--- src/rtl/br_perf_mon.sv ---
// br_perf_mon: per-channel branch prediction performance monitor.
// Each channel counts resolved events and mispredictions, with a sticky
// overflow flag. A small RUN/FROZEN/CLEAR FSM gates counting, and readout
// is registered through a channel select.
// Optional build macro BR_PERF_MON_SATURATE_EN: counters hold at their
// maximum value instead of wrapping to zero (the overflow flag sets either way).
//
// state     | meaning
// ----------+------------------------------------------------------------
// ST_RUN    | counting events on every channel
// ST_FROZEN | counters and flags hold, incoming events dropped
// ST_CLEAR  | one-cycle state entered with counters zeroed; events dropped
module br_perf_mon #(
  parameter int NUM_CH = 4,
  parameter int CNT_W  = 32,
  parameter int SEL_W  = 4
) (
  input  logic              clk,
  input  logic              rst_n,
  input  logic [NUM_CH-1:0] ev_valid,
  input  logic [NUM_CH-1:0] ev_wrong,
  input  logic              freeze,
  input  logic              unfreeze,
  input  logic              clear,
  input  logic [SEL_W-1:0]  rd_sel,
  output logic [CNT_W-1:0]  rd_total,
  output logic [CNT_W-1:0]  rd_wrong,
  output logic              rd_ovf,
  output logic              frozen
);

  typedef enum logic [1:0] {
    ST_RUN    = 2'd0,
    ST_FROZEN = 2'd1,
    ST_CLEAR  = 2'd2
  } state_t;

  state_t             r_state;
  state_t             w_state_nxt;
  logic               r_frozen;
  logic [CNT_W-1:0]   r_total [NUM_CH];
  logic [CNT_W-1:0]   r_wrong [NUM_CH];
  logic [NUM_CH-1:0]  r_ovf;
  logic [SEL_W-1:0]   r_sel;
  logic [CNT_W-1:0]   r_rd_total;
  logic [CNT_W-1:0]   r_rd_wrong;
  logic               r_rd_ovf;
  logic               w_clr;
  logic               w_cnt_en;
  logic [NUM_CH-1:0]  w_tot_inc;
  logic [NUM_CH-1:0]  w_wr_inc;
  logic [CNT_W-1:0]   w_rd_total;
  logic [CNT_W-1:0]   w_rd_wrong;
  logic               w_rd_ovf;

  // Next-state decode; clear beats freeze beats unfreeze.
  always_comb begin
    w_state_nxt = r_state;
    case (r_state)
      ST_RUN: begin
        if (clear)       w_state_nxt = ST_CLEAR;
        else if (freeze) w_state_nxt = ST_FROZEN;
      end
      ST_FROZEN: begin
        if (clear)         w_state_nxt = ST_CLEAR;
        else if (unfreeze) w_state_nxt = ST_RUN;
      end
      ST_CLEAR: w_state_nxt = ST_RUN;
      default:  w_state_nxt = ST_RUN;
    endcase
  end

  // Counters are zeroed on the edge entering CLEAR, so a clear request in
  // RUN also drops that cycle's events.
  assign w_clr     = clear && (r_state != ST_CLEAR);
  assign w_cnt_en  = (r_state == ST_RUN) && !clear;
  assign w_tot_inc = ev_valid & {NUM_CH{w_cnt_en}};
  assign w_wr_inc  = w_tot_inc & ev_wrong;

  // State register and registered frozen decode.
  always_ff @(posedge clk or negedge rst_n) begin
    if (!rst_n) begin
      r_state  <= ST_RUN;
      r_frozen <= 1'b0;
    end else begin
      r_state  <= w_state_nxt;
      r_frozen <= (w_state_nxt == ST_FROZEN);
    end
  end

  // Per-channel event/misprediction counters with sticky overflow.
  always_ff @(posedge clk or negedge rst_n) begin
    if (!rst_n) begin
      for (int i = 0; i < NUM_CH; i++) begin
        r_total[i] <= '0;
        r_wrong[i] <= '0;
      end
      r_ovf <= '0;
    end else if (w_clr) begin
      for (int i = 0; i < NUM_CH; i++) begin
        r_total[i] <= '0;
        r_wrong[i] <= '0;
      end
      r_ovf <= '0;
    end else begin
      for (int i = 0; i < NUM_CH; i++) begin
        if (w_tot_inc[i]) begin
          if (&r_total[i]) begin
            r_ovf[i] <= 1'b1;
`ifdef BR_PERF_MON_SATURATE_EN
            r_total[i] <= r_total[i];
`else
            r_total[i] <= '0;
`endif
          end else begin
            r_total[i] <= r_total[i] + CNT_W'(1);
          end
        end
        if (w_wr_inc[i]) begin
          if (&r_wrong[i]) begin
            r_ovf[i] <= 1'b1;
`ifdef BR_PERF_MON_SATURATE_EN
            r_wrong[i] <= r_wrong[i];
`else
            r_wrong[i] <= '0;
`endif
          end else begin
            r_wrong[i] <= r_wrong[i] + CNT_W'(1);
          end
        end
      end
    end
  end

  // Readout mux; a select with no matching channel reads as zero.
  always_comb begin
    w_rd_total = '0;
    w_rd_wrong = '0;
    w_rd_ovf   = 1'b0;
    for (int i = 0; i < NUM_CH; i++) begin
      if (r_sel == SEL_W'(i)) begin
        w_rd_total = r_total[i];
        w_rd_wrong = r_wrong[i];
        w_rd_ovf   = r_ovf[i];
      end
    end
  end

  // Select is captured one edge ahead so readout shows post-edge counter state.
  always_ff @(posedge clk or negedge rst_n) begin
    if (!rst_n) begin
      r_sel      <= '0;
      r_rd_total <= '0;
      r_rd_wrong <= '0;
      r_rd_ovf   <= 1'b0;
    end else begin
      r_sel      <= rd_sel;
      r_rd_total <= w_rd_total;
      r_rd_wrong <= w_rd_wrong;
      r_rd_ovf   <= w_rd_ovf;
    end
  end

  assign rd_total = r_rd_total;
  assign rd_wrong = r_rd_wrong;
  assign rd_ovf   = r_rd_ovf;
  assign frozen   = r_frozen;

endmodule

--- config.mk ---
export PLATFORM = sky130hd
export DESIGN_NAME = br_perf_mon
export DESIGN_NICKNAME = d
export VERILOG_FILES = /design/src/rtl/br_perf_mon.sv
export SDC_FILE = /design/constraint.sdc
export NUM_CORES = 1
export LEC_CHECK = 0
export BUFFER_PORTS_ARGS = -buffer_cell sky130_fd_sc_hd__buf_4
export CORE_MARGIN = 2
export CORE_UTILIZATION = 53
export DETAILED_ROUTE_END_ITERATION = 6
export PLACE_DENSITY = 0.7
export REMOVE_ABC_BUFFERS = 1
export SLEW_MARGIN = 30
export SYNTH_ARGS = -nofsm -noshare
export SYNTH_HDL_FRONTEND = slang
export SYNTH_SLANG_ARGS = --single-unit
--- constraint.sdc ---
create_clock -name clk -period 3.1 [get_ports clk]
set_input_delay 0.62 -clock clk [delete_from_list [all_inputs] [get_ports clk]]
set_output_delay 0.62 -clock clk [all_outputs]
set_load 0.005 [all_outputs]
==> flow_results.org <==
** Route
- Via-per-instance ratio :: 6.32
- Total wirelength of the detailed-routed design :: 50400 um
- For this block, the via count after detailed routing is 15200.
- After detailed routing, the number of remaining DRC violations is 0.
- The first detailed-routing pass ran for 6 iterations.
- DR WL/cell :: 20.9 um
- In this run, the number of DRC markers left after iteration 0 of detailed routing was 1466.
- In this run the remaining antenna-violating nets after routing total 0.

** Die
- The die is 187 um wide.
- The die covers 34800 um^2.
- # IOs :: between 80 and 90
- Measured along the y axis, the die boundary spans 187 um.
- Number of placement rows :: 66
- The core region is 32700 um^2.
- Effective utilization at floorplan :: 0.541

** Global route
- Entering global routing, the biggest net connects 82 pins.
- The first global-routing pass estimated around 80000 um of wire.
- Initial antenna violation count :: 0
- Global Route Usage Sum :: 0.288
- The number of global-route vias before repair came to between 10000 and 15000.
- The total overflow left after global routing is 0.

** Synth
- Yosys cell types :: 75
- In this run, synthesis produced a sequential element count of 332.
- Synth top area cells :: sky130_fd_sc_hd__dfrtp_1 (47%), sky130_fd_sc_hd__xnor2_1 (5.3%), sky130_fd_sc_hd__nor2_1 (5.2%)
- Cell type with the largest total area after synthesis :: sky130_fd_sc_hd__dfrtp_1
- Most numerous cell in the Yosys netlist :: sky130_fd_sc_hd__dfrtp_1
- The cell count after synthesis came out at 1874.
- Post-synth design cell area :: 17700 um^2
- EDFF count, synth :: 0
- Cell types with the highest counts after synthesis :: sky130_fd_sc_hd__dfrtp_1 (332), sky130_fd_sc_hd__nor2_1 (244), sky130_fd_sc_hd__nand2_1 (145)
- Dividing the synthesized area by the synthesized cell count gives between 9 and 10 um^2.
- The most used flip-flop cell after synthesis is sky130_fd_sc_hd__dfrtp_1.
- In the synthesized netlist the async set-or-reset flop fraction comes to 1.00.
- The share of synthesized area in the top cell type comes to 0.470.
- Yosys printed 0 warnings.
- The share of the Yosys chip area taken by registers is 0.470.

** Worst setup path
- Worst reg2reg path startpoint :: r_wrong[76]$_DFFE_PN0P_
- In this run the worst path has a maximum fanout of 11.
- The signal on the critical path passes through nand4_1, nor4_1, nand4_1, a41oi_1, a31oi_1.
- Most frequent cell on the critical path :: sky130_fd_sc_hd__nand4_1
- Flop-to-flop setup slack :: 0.63 ns
- The slowest stage of the critical path belongs to the cell sky130_fd_sc_hd__nor4_1.
- Worst R2R Path Depth :: 5
- Data required time of the critical path :: 3.49 ns
- Critical path type :: flop to flop
- The worst setup path is launched from a flop.
- At the worst endpoint, the arrival time is approximately 2.9 ns.
- Crit Reg-Reg Endpoint :: r_wrong[93]$_DFFE_PN0P_
- Endpoint type of the worst setup path :: flop
- Worst stage delay on the critical path :: 0.63 ns

** Clock tree
- Clk buf depth :: 3
- TritonCTS built the clock tree.
- The tree is rooted in a sky130_fd_sc_hd__clkbuf_16.
- Total clock sinks :: 332
- Post-CTS repair timing setup buffer count :: 0
- Later-pin clock latency in the skew report :: 0.55 ns
- Clock-pin slew was measured on the worst setup and hold paths at approximately 0.060 ns.
- The number of clock buffers added by TritonCTS is 38.
- The H-tree was split into 2 levels.

** Timing
- At the pin with the least slew margin, the transition time is 1.01 ns.
- Based on the critical path, the design can be clocked at up to 405 MHz.
- Count of final setup violators :: 0
- The hold violation total from the final report came to 0.
- The number of pins with negative max-slew slack in the final report was 0.
- The tightest hold path in the finished design has a slack of 0.190 ns.
- Worst slew margin relative to its limit :: 0.327
- Final period demand of the worst path :: ~2.5 ns
- Final Skew :: ~0.013 ns
- Share of the clock period used by the worst path :: 0.797
- Setup repair after global routing left no endpoint under its margin.

** Final layout
- The repair_antennas step left the layout with diodes totalling 0.
- Fillcell total :: 2792
- Relative to the synthesized area, the layout overhead comes to 14.5%.
- Area used by multi-input combinational logic :: just under 9000 um^2
- The net count of the finished layout is between 1500 and 2000.
- Fraction of final layout cells sized beyond drive strength 1 :: 0.111
- Across the whole layout, storage elements account for 8310 um^2.
- The finished layout holds 2410 standard cells, fillers aside.

** Pwr
- Power comes to 9880 uW.
- Maximum VDD drop :: 0.000390 V
- Net switching fraction of the power :: 0.232
- Cell internal power dissipation :: ~7600 uW
- The share of total power dissipated in combinational logic is 0.054.
- Leakage Power :: 0.00847 uW
- Sequential group share of total power :: 0.450
- Clock share of power :: 0.496
- Power per cell area :: 488 nW/um^2
- In this run the power spent charging and discharging nets is 2290 uW.

** Min path
- Counting instances, the worst hold path has a depth of 1.
- The path with the worst hold slack has its endpoint at r_sel[0]$_DFF_PN0_.
- Hold Path Class :: primary input to flop
- Worst hold start :: rd_sel[0]

** Place
- Total instance count after detailed placement :: 2341
- Placed wire-length estimate after detailed placement :: 34800 um
- At the end of routability-driven placement, the weighted congestion stood at 0.915.
- Input and output buffers added on the ports amount to 82.

** Outcome
- Run status :: finished clean

** Flow run
- Max-cap violations in this run came to 0.
## registers in the layout (all words and copies together) (netlist names)
| signal | cells |
|---|---|
| r_total | 128 |
| r_sel | 4 |
| rd_ovf | 1 |
| r_state | 2 |
| rd_total | 32 |
| frozen | 1 |
| r_ovf | 4 |
| r_wrong | 128 |
| rd_wrong | 32 |
## per-stage QoR
step / utilization / area (um^2) / TNS [ns] / worst slack, ns
final: 0.619 / 20200 / 0 / 0.630
after CTS: 0.619 / 20200 / 0 / 0.679
after global placement: 0.576 / 18800 / 0 / 0.685
after floorplan: - / 17300 / -317.90 / -5.02
after detailed placement: 0.576 / 18800 / 0 / 0.645
after global routing: 0.619 / 20200 / 0 / 0.324
## layout by cell type, fill, tap and decap left out, drive strengths merged, types with 6 or more instances in the layout
cell type,n
o21ai,84
o31ai,6
or3,9
nor3,71
nor2,244
a32o,7
bufinv,6
a22oi,49
a221oi,19
xnor2,107
a31o,7
dfrtp,332
o211ai,6
mux2i,69
and3,39
a21oi,38
or4,7
buf,119
and4,23
nand3,94
clkbuf,52
nor4,47
nand4b,6
xor2,73
a31oi,36
o2111ai,7
nand4,106
inv,30
and2,27
nand2,145
a41oi,12
ha,8
clkinv,7
## power groups by stage
stage | clock (uW) | combinational, uW | sequential [uW]
floorplan | 0 | 235 | 4510
global placement | 0 | 523 | 4510
detailed placement | 0 | 532 | 4520
CTS | 4980 | 536 | 4440
global route | 5160 | 589 | 4440
finish | 4900 | 534 | 4440
## metal layers
metal / GRT usage / part of all wire / wire length, um
met5: 0 / 0 / 0
met1: 0.389 / 0.42 / 21100
met4: 0.109 / 0.038 / 1900
met2: 0.472 / 0.48 / 24100
met3: 0.0423 / 0.065 / 3290
## worst max-delay path, delay by kind of cell (launching register included)
kind / cells / cell delay, ns
AO/OA/AOI/OAI: 2 / 0.41
flip-flops: 1 / 0.48
AND/OR/NAND/NOR: 3 / 1.43
## worst max-delay path by stage
stage | start | to | slack (ns) | cells after the start
after CTS | r_wrong[104]$_DFFE_PN0P_ | r_wrong[110]$_DFFE_PN0P_ | 0.68 | 6
after detailed placement | clear | r_wrong[90]$_DFFE_PN0P_ | 0.65 | 6
after global placement | clear | r_wrong[90]$_DFFE_PN0P_ | 0.68 | 6
final | r_wrong[76]$_DFFE_PN0P_ | r_wrong[93]$_DFFE_PN0P_ | 0.63 | 5
after floorplan | r_sel[0]$_DFF_PN0_ | rd_total[0]$_DFF_PN0_ | -5.02 | 3
after global routing | r_wrong[76]$_DFFE_PN0P_ | r_wrong[93]$_DFFE_PN0P_ | 0.32 | 5
## layout make-up
cell class | instances | share of cell area
inverters | 30 | 0.00556
flip-flops and latches | 332 | 0.411
multi-input cells | 1419 | 0.439
well taps | 442 | 0.0273
clock buffers | 52 | 0.0562
repair buffers | 120 | 0.0499
clock inverters | 15 | 0.0114
## kinds of logic (layout without fill, tap and decap cells)
kind of cell	count (synthesis)	in the layout	share of synthesized area
AOI/OAI and AO/OA	310	310	0.120
xor gates and xnor gates	180	180	0.0892
adders and majority gates	8	8	0.00566
buffers and inverters	123	217	0.0289
DFF	332	332	0.470
muxes	70	70	0.0397
and+or+nand+nor	851	851	0.247
## repair_timing
item                      in CTS  in global routing
hold buffers                   1                  0
resized for setup              0                  0
hold endpoints to repair      37                  0
No activity file was read; power rests on OpenSTA's default activity.
